===== src/rtl/simd_booth_pkg.sv =====
// Shared constants, FSM state type and lane layout offsets for the SIMD Booth sequencer.
package simd_booth_pkg;

    localparam logic [1:0] MODE_1X16 = 2'b00;
    localparam logic [1:0] MODE_2X8  = 2'b01;
    localparam logic [1:0] MODE_4X4  = 2'b10;
    localparam logic [1:0] MODE_RSVD = 2'b11;

    localparam int unsigned ITER_1X16 = 16;
    localparam int unsigned ITER_2X8  = 8;
    localparam int unsigned ITER_4X4  = 4;
    localparam int unsigned CNT_W     = 4;

    // Accumulator store field offsets; each lane is packed {A, Q, Qm1}
    localparam int unsigned L1X16_A_W   = 19;
    localparam int unsigned L2X8_L1_LSB = 17;
    localparam int unsigned L2X8_L0_A_W = 8;
    localparam int unsigned L2X8_L1_A_W = 10;
    localparam int unsigned L4X4_STRIDE = 9;

    typedef enum logic [1:0] {
        IDLE,
        INIT,
        RUN,
        DONE
    } state_e;

    function automatic logic [CNT_W-1:0] iter_last(input logic [1:0] m);
        case (m)
            MODE_2X8: return CNT_W'(ITER_2X8 - 1);
            MODE_4X4: return CNT_W'(ITER_4X4 - 1);
            default:  return CNT_W'(ITER_1X16 - 1);
        endcase
    endfunction

endpackage


===== src/rtl/simd_booth_lane_step.sv =====
// One radix-2 Booth step for a single lane {A, Q, Qm1}: conditional add/sub of the
// sign-extended multiplicand into A, then an arithmetic right shift of the whole lane.
module booth_lane_step #(
    parameter int A_W = 19,
    parameter int Q_W = 16
) (
    input  logic [A_W+Q_W:0] lane_i,
    input  logic [Q_W-1:0]   m_i,
    output logic [A_W+Q_W:0] lane_o
);

    logic [A_W-1:0] a;
    logic [A_W-1:0] ms;
    logic [A_W-1:0] a_sum;
    logic [Q_W-1:0] q;
    logic           qm1;

    assign a   = lane_i[A_W+Q_W:Q_W+1];
    assign q   = lane_i[Q_W:1];
    assign qm1 = lane_i[0];
    assign ms  = A_W'($signed(m_i));

    always_comb begin
        a_sum = a;
        case ({q[0], qm1})
            2'b01:   a_sum = a + ms;
            2'b10:   a_sum = a - ms;
            default: a_sum = a;
        endcase
    end

    // Old Qm1 falls off the bottom; Q[0] becomes the new Qm1
    assign lane_o = {a_sum[A_W-1], a_sum, q};

endmodule


===== src/rtl/simd_booth_seq_ctrl.sv =====
// Sequencer and per-lane Booth step datapath wrapped around the external accumulator store.
// Optional operand check enabled by defining BOOTH_OPCHECK_EN.
module simd_booth_seq_ctrl
    import simd_booth_pkg::*;
#(
    parameter int ACC_W  = 36,
    parameter int DATA_W = 16
) (
    input  logic                clk,
    input  logic                rst,
    input  logic                start,
    input  logic [1:0]          mode,
    input  logic [DATA_W-1:0]   mcand,
    input  logic [DATA_W-1:0]   mplier,
    input  logic [ACC_W-1:0]    acc_q,
    output logic [ACC_W-1:0]    acc_d,
    output logic [DATA_W-1:0]   acc_q_init,
    output logic                acc_clr,
    output logic                acc_ld,
    output logic [1:0]          mode_o,
    output logic                busy,
    output logic                done,
    output logic [2*DATA_W-1:0] product,
    output logic [3:0]          illegal_lanes
);

    state_e             state_q, state_d;
    logic [CNT_W-1:0]   count_q, count_d;
    logic [1:0]         mode_q, mode_d;
    logic [DATA_W-1:0]  mcand_q, mcand_d;
    logic [DATA_W-1:0]  mplier_q, mplier_d;
    logic               start_ok;

    assign start_ok = start && (mode != MODE_RSVD);

    always_ff @(posedge clk) begin
        if (rst) begin
            state_q  <= IDLE;
            count_q  <= '0;
            mode_q   <= '0;
            mcand_q  <= '0;
            mplier_q <= '0;
        end else begin
            state_q  <= state_d;
            count_q  <= count_d;
            mode_q   <= mode_d;
            mcand_q  <= mcand_d;
            mplier_q <= mplier_d;
        end
    end

    always_comb begin
        state_d  = state_q;
        count_d  = count_q;
        mode_d   = mode_q;
        mcand_d  = mcand_q;
        mplier_d = mplier_q;
        case (state_q)
            IDLE: begin
                if (start_ok) begin
                    mode_d   = mode;
                    mcand_d  = mcand;
                    mplier_d = mplier;
                    state_d  = INIT;
                end
            end
            INIT: begin
                count_d = iter_last(mode_q);
                state_d = RUN;
            end
            RUN: begin
                if (count_q == '0) state_d = DONE;
                else               count_d = count_q - 1'b1;
            end
            DONE:    state_d = IDLE;
            default: state_d = IDLE;
        endcase
    end

    assign busy       = (state_q != IDLE);
    assign done       = (state_q == DONE);
    assign acc_clr    = (state_q == INIT);
    assign acc_ld     = (state_q == RUN);
    assign acc_q_init = mplier_q;
    assign mode_o     = mode_q;

    logic [ACC_W-1:0]          step_1x16;
    logic [L2X8_L1_LSB-1:0]    step_2x8_l0;
    logic [ACC_W-L2X8_L1_LSB-1:0] step_2x8_l1;
    logic [ACC_W-1:0]          step_4x4;
    logic [2*DATA_W-1:0]       prod_4x4;

    booth_lane_step #(.A_W(L1X16_A_W), .Q_W(16)) u_step_1x16 (
        .lane_i (acc_q),
        .m_i    (mcand_q),
        .lane_o (step_1x16)
    );

    booth_lane_step #(.A_W(L2X8_L0_A_W), .Q_W(8)) u_step_2x8_l0 (
        .lane_i (acc_q[L2X8_L1_LSB-1:0]),
        .m_i    (mcand_q[7:0]),
        .lane_o (step_2x8_l0)
    );

    booth_lane_step #(.A_W(L2X8_L1_A_W), .Q_W(8)) u_step_2x8_l1 (
        .lane_i (acc_q[ACC_W-1:L2X8_L1_LSB]),
        .m_i    (mcand_q[15:8]),
        .lane_o (step_2x8_l1)
    );

    for (genvar i = 0; i < 4; i++) begin : g_4x4
        booth_lane_step #(.A_W(4), .Q_W(4)) u_step (
            .lane_i (acc_q[L4X4_STRIDE*i +: L4X4_STRIDE]),
            .m_i    (mcand_q[4*i +: 4]),
            .lane_o (step_4x4[L4X4_STRIDE*i +: L4X4_STRIDE])
        );
        assign prod_4x4[8*i +: 8] = acc_q[L4X4_STRIDE*i+1 +: 8];
    end

    always_comb begin
        acc_d   = step_1x16;
        product = acc_q[32:1];
        case (mode_q)
            MODE_2X8: begin
                acc_d   = {step_2x8_l1, step_2x8_l0};
                product = {acc_q[L2X8_L1_LSB+16:L2X8_L1_LSB+1], acc_q[16:1]};
            end
            MODE_4X4: begin
                acc_d   = step_4x4;
                product = prod_4x4;
            end
            default: ;
        endcase
    end

`ifdef BOOTH_OPCHECK_EN
    logic [3:0] ill_q, ill_d;

    // Flags lanes whose A field is only lane-wide and cannot hold -(most negative)
    always_comb begin
        ill_d = ill_q;
        if (state_q == IDLE && start_ok) begin
            ill_d = '0;
        end else if (state_q == INIT) begin
            ill_d = '0;
            case (mode_q)
                MODE_2X8: ill_d[0] = (mcand_q[7:0] == 8'h80);
                MODE_4X4: begin
                    for (int unsigned i = 0; i < 4; i++) begin
                        ill_d[i] = (mcand_q[4*i +: 4] == 4'h8);
                    end
                end
                default: ;
            endcase
        end
    end

    always_ff @(posedge clk) begin
        if (rst) ill_q <= '0;
        else     ill_q <= ill_d;
    end

    assign illegal_lanes = ill_q;
`else
    assign illegal_lanes = '0;
`endif

endmodule


===== config.mk =====
export PLATFORM = sky130hd
export DESIGN_NAME = simd_booth_seq_ctrl
export DESIGN_NICKNAME = d
export VERILOG_FILES = /design/src/rtl/simd_booth_pkg.sv /design/src/rtl/simd_booth_lane_step.sv /design/src/rtl/simd_booth_seq_ctrl.sv
export SDC_FILE = /design/constraint.sdc
export NUM_CORES = 1
export LEC_CHECK = 0
export CORE_MARGIN = 2
export CORE_UTILIZATION = 53
export CTS_BUF_LIST = sky130_fd_sc_hd__clkbuf_4 sky130_fd_sc_hd__clkbuf_8 sky130_fd_sc_hd__clkbuf_16
export DETAILED_ROUTE_END_ITERATION = 12
export PLACE_DENSITY = 0.88
export SLEW_MARGIN = 20
export SYNTH_ARGS = -nofsm -noshare
export SYNTH_HDL_FRONTEND = slang
export SYNTH_SLANG_ARGS = --single-unit

===== constraint.sdc =====
create_clock -name clk -period 16.2 [get_ports clk]
set_input_delay 3.24 -clock clk [delete_from_list [all_inputs] [get_ports clk]]
set_output_delay 3.24 -clock clk [all_outputs]
set_load 0.005 [all_outputs]

**Word-level counts from Yosys, hierarchy flattened**

Index checks and enable logic that the tools add are counted.

- Flip-flop bits (word level): 40
- Bits of input ports: 73
- Output and inout bits: 94
- Logic and storage cells: 62

- $add $sub $neg: 15
- Equal/unequal tests: 19
- Mux-type cells: 15
- Reductions and logical operators: 8

Operators by type and width:

| kind | number |
|---|---|
| 36-bit one-hot mux with 2 select lines | 1 |
| 32-bit one-hot mux with 2 select lines | 1 |
| 4-bit one-hot mux with 2 select lines | 6 |
| 19-bit one-hot mux with 2 select lines | 1 |
| 10-bit one-hot mux with 2 select lines | 1 |
| 19-bit adder | 1 |
| 19-bit subtractor | 1 |
| 4-bit adder | 4 |
| 2-bit equality test (second input constant) | 8 |
| 8-bit one-hot mux with 2 select lines | 1 |
| 4-bit subtractor | 4 |
| 2-bit by 1-bit equality test with 1-bit output (second input constant) | 7 |
| 10-bit adder | 1 |
| 10-bit subtractor | 1 |
| 8-bit adder | 1 |
| 2-bit one-hot mux with 4 select lines | 1 |
| 8-bit subtractor | 1 |
| 2-bit != test (second input constant) | 3 |
| 2-bit AND reduction | 3 |
| 4-bit zero test | 1 |
| 2-bit 2-to-1 mux | 2 |
| 4-bit 2-to-1 mux | 1 |
| 2-bit nonzero test | 2 |
| 4-bit by 1-bit subtractor with 4-bit output (second input constant) | 1 |
| other kinds (3) | 3 |

**Logic depth before layout (Yosys ltp)**

- Depth in word-level cells: 4
- Mapped depth: 18
- Mapped depth without buffers: 16

**By module**

From an unflattened synthesis, not the netlist that was laid out.

- Cells, all modules: 973
- Area, all modules: 6837.8 µm²

Modules (own cells, without submodules):

| module | instances | cells each | area an instance (µm²) | seq. area each (µm²) |
|---|---|---|---|---|
| simd_booth_seq_ctrl | 1 | 404 | 2812.7 | 800.8 |
| booth_lane_step (u_step_1x16) | 1 | 230 | 1565.3 | 0.0 |
| booth_lane_step (g_4x4[0].u_step ...) | 4 | 38 | 279.0 | 0.0 |
| booth_lane_step (u_step_2x8_l1) | 1 | 109 | 767.0 | 0.0 |
| booth_lane_step (u_step_2x8_l0) | 1 | 78 | 576.8 | 0.0 |

**Worst setup path after synthesis**

No wires, ideal clock.

- Path type: input -> output
- Start: input acc_q[0]
- End: output acc_d[35]
- Data arrival time: 6.765 ns
- Data required time: 12.960 ns
- Path slack: 6.195 ns
- Stages on the path: 18
- Buffers on the path: 3
- Cells stage by stage: inv_1 > ha_1 > buf_1 > clkbuf_1 > nor2_1 > xnor2_1 > ha_1 > a211oi_2 > nor2_1 > o21ai_0 > a22oi_2 > and4b_1 > nor3_2 > o41ai_2 > xnor2_1 > or3_1 > a31oi_1 > buf_4

- Longest elaborated chain between the ends: 3
- Elaborated cells between the ends (all ways): 4
- Classes of those cells: eq/ne: 2; mux: 2

Ends and longest elaborated chain:

| item | RTL line | text |
|---|---|---|
| start: declaration | simd_booth_seq_ctrl.sv:15 | `input logic [ACC_W-1:0] acc_q,` |
| 2-bit equality test / 2-bit by 1-bit equality test with 1-bit output (equally long branches) | simd_booth_lane_step.sv:25 | `case ({q[0], qm1})` |
| 19-bit one-hot mux with 2 select lines * | simd_booth_lane_step.sv:25 |  |
| 36-bit one-hot mux with 2 select lines * | simd_booth_seq_ctrl.sv:123 | `case (mode_q)` |
| end: declaration | simd_booth_seq_ctrl.sv:16 | `output logic [ACC_W-1:0] acc_d,` |

Mark *: on every way between the ends. The rest lies on a longest branch, timed or not.

**Final worst setup path**

- Start: input acc_q[1]
- End: output acc_d[35]

Same word-level chain as after synthesis.

==> impl_metrics.py <==
metrics = {
    "run_status": {
        "status": "complete, no violations",
    },
    "floorplan": {
        "fp.dieH_um": 107,
        "pin_count": 167,
        "dieArea_mm2": 0.0114,
        "core_mm2": 0.0103,
        "std_cell_rows": 37,
        "die_w_um": 107,
        "start_util": 0.545,
    },
    "route": {
        "wire_per_inst_um": 15.3,
        "routed_via_density": 5.80,
        "dr.pass1.iters": 5,
        "drc": 0,
        "drt.antenna.violating_nets": 0,
        "route.vias.total": 6054,
        "drt_iter0_markers": 506,
        "routed_wl_um": 16000,
    },
    "synth": {
        "synth_edf_count": 0,
        "postSynthAreaPerCell_um2": 7.03,
        "synth_area_mm2": 0.00562,
        "synth_cell_type_count": 66,
        "ys_async_sr_fraction": 0,
        "synth_ff_type": "dfxtp_1",
        "yosysSeqAreaShare": 0.142,
        "yosys_warnings": 0,
        "synth-seq-cells": 40,
        "syn_inst": 800,
    },
    "clock_network": {
        "path_clk_slew_ns": 0.08,
        "cts_setup_buffers": 0,
        "cts_inserted_buffers": 5,
        "htree_levels": 2,
        "hold_buffers": 0,
        "worst_skew_pair.late_latency_ns": 0.30,
        "cts.path.max_buffers": 2,
        "cts_root_buf": "clkbuf_8",
        "cts_resized": 0,
        "numClockSinks": 40,
        "cts_tree": "built",
    },
    "worst_setup_path": {
        "crit_top_cell": "clkdlybuf4s50_1",
        "path_cells": "clkdlybuf4s50_1 > ha_1 > mux2_2 > inv_1 > fa_1 > a211oi_2 > nor2_1 > o21ai_0 > a22oi_2 > and4b_1 > nor3_2 > o41ai_2 > xnor2_1 > or3_1 > a31oi_1 > clkdlybuf4s50_1",
        "worst_path_max_delay_cell": "ha_1",
        "critPathBufInv": 3,
        "crit_arrival_ns": 7.92,
        "critPathLaunchType": "input port",
        "crit_family": "buffers and inverters",
        "critPathMaxStageDelay_ns": 0.64,
        "crit_path_max_fanout": 22,
        "crit_type": "input port to primary output",
        "crit_required_ns": 12.96,
        "cp-end-kind": "primary output",
    },
    "timing": {
        "max_freq_mhz": 89.6,
        "finalHoldViolations": 0,
        "fin_crit_sh": 0.689,
        "slew_violations": 0,
        "finClkSkew_ns": 0.00647,
        "relSlewSlack": 0.499,
        "setup_violations": 0,
        "worstMarginPinSlew_ns": 0.752,
        "rsz0062_at_grt": "false",
        "fin_crit_ns": 11.16,
        "hold_slack_ns": 0.455,
        "tns_ns": 0,
    },
    "global_routing": {
        "antenna_found_initial": 0,
        "grt_pass1_vias": 5592,
        "grt_start_max_net_pins": 80,
        "grt-ovfl-total": 0,
        "grt_pass1_wl_um": 26500,
        "grt_use_total": 0.279,
    },
    "layout": {
        "synthToLayoutAreaGrowth_pct": 28.3,
        "antenna_cells": 0,
        "mostFrequentLayoutCells": "153 x clkdlybuf4s50_1, 124 x nand2_1, 92 x a21oi_1",
        "drive_gt1_frac": 0.0452,
        "final_net_count": 1046,
        "layout_commonest_cell": "clkdlybuf4s50_1",
    },
    "power_and_ir_drop": {
        "ir_worst_vdd_mv": 0.152,
        "p_leak_uw": 0.00293,
        "power.density_mw_per_mm2": 149,
    },
    "worst_hold_path": {
        "hold_path_class": "flop to flop",
    },
    "placement": {
        "port_buffers": 153,
        "hpwl_um": 12200,
        "gp_congestion": 0.919,
    },
    "flow_run": {
        "drv_cap": 0,
    },
}
[worst reg2reg max path, delay by kind of cell, from the launching register on]
kind | cells | cell delay (ns)
AOI/OAI and AO/OA | 1 | 0.36
adders and majority gates | 1 | 0.31
buffers and inverters | 2 | 0.66
DFF | 1 | 0.41
and+or+nand+nor | 1 | 0.10
[stage by stage]
step / power [uW] / setup slack [ns] / util / std cells / instance area (um^2)
2_1_floorplan: 709 / 6.20 / - / 803 / 5630
3_3_place_gp: 958 / 5.20 / 0.687 / 1036 / 7090
3_5_place_dp: 980 / 5.05 / 0.687 / 1036 / 7090
4_1_cts: 1070 / 5.06 / 0.699 / 1044 / 7210
5_1_grt: 1180 / 4.70 / 0.699 / 1044 / 7210
6_report: 1080 / 5.04 / 0.699 / 1044 / 7210
[worst paths after layout]
| check | slack, ns | cells after the start | startpoint | end |
|---|---|---|---|---|
| setup / recovery | 5.04 | 16 | acc_q[1] | acc_d[35] |
| hold / removal | 0.46 | 2 | acc_q_init[5]$_SDFFE_PP0P_ | acc_q_init[5]$_SDFFE_PP0P_ |
| setup reg to reg | 14.24 | 5 | mode_o[0]$_SDFFE_PP0P_ | count_q[3]$_SDFFE_PP0P_ |
| hold reg to reg | 0.46 | 2 | acc_q_init[5]$_SDFFE_PP0P_ | acc_q_init[5]$_SDFFE_PP0P_ |
[layout make-up]
class | instances | area, um^2
Clock buffer | 6 | 82.6
Clock inverter | 2 | 38.8
Fill cell | 903 | 3110
Inverter | 50 | 188
Multi-Input combinational cell | 650 | 4350
Sequential cell | 40 | 801
Tap cell | 136 | 170
Timing Repair Buffer | 160 | 1580
[registers in the layout (all words and copies together) (netlist names)]
register,cells
count_q,4
mode_o,2
mcand_q,16
state_q,2
acc_q_init,16
[power breakdown]
part           leakage (uW)  internal (uW)  total, uW  switching, uW
sequential         0.000328            119        145           25.0
clock             0.0000614           50.4       85.9           35.5
combinational       0.00254            417        846            429
[synthesized netlist by cell type (6+ instances only)]
cell type,number,area [um^2]
a21o_1,13,97.6
inv_1,48,180
dfxtp_1,40,801
nand2b_1,9,56.3
clkbuf_1,40,150
mux2_2,7,78.8
xor2_1,16,140
a21oi_1,92,460
nor2b_1,10,62.6
nor3_1,22,110
o21ai_0,42,210
a211oi_1,7,52.6
xnor2_1,42,368
a221oi_1,15,131
o21a_1,8,60.1
nor2_1,57,214
nand3_1,8,40.0
mux2i_1,9,90.1
nand2_1,124,465
fa_1,7,140
ha_1,59,738
buf_4,17,128
a22o_1,16,140
buf_1,6,22.5
a22oi_1,10,75.1
[per-layer routing]
layer	global-route usage	vias to the layer above	share of wire
met4	0.0742	0	0.016
met5	0	-	0
met1	0.382	2755	0.44
met3	0.0547	25	0.096
li1	-	3002	-
met2	0.449	272	0.44
[cells by family (layout without fill, tap and decap cells)]
group,after synthesis,count (layout),share of synthesized area
AO/OA/AOI/OAI,240,240,0.275
XOR/XNOR,58,58,0.0904
adder cells (fa/ha/maj),69,69,0.162
buffers and inverters,113,218,0.0868
flip-flops,40,40,0.142
multiplexers,16,16,0.0300
other,1,4,0.000667
AND/OR/NAND/NOR,263,263,0.213
Power figures use the tool's default switching activity.
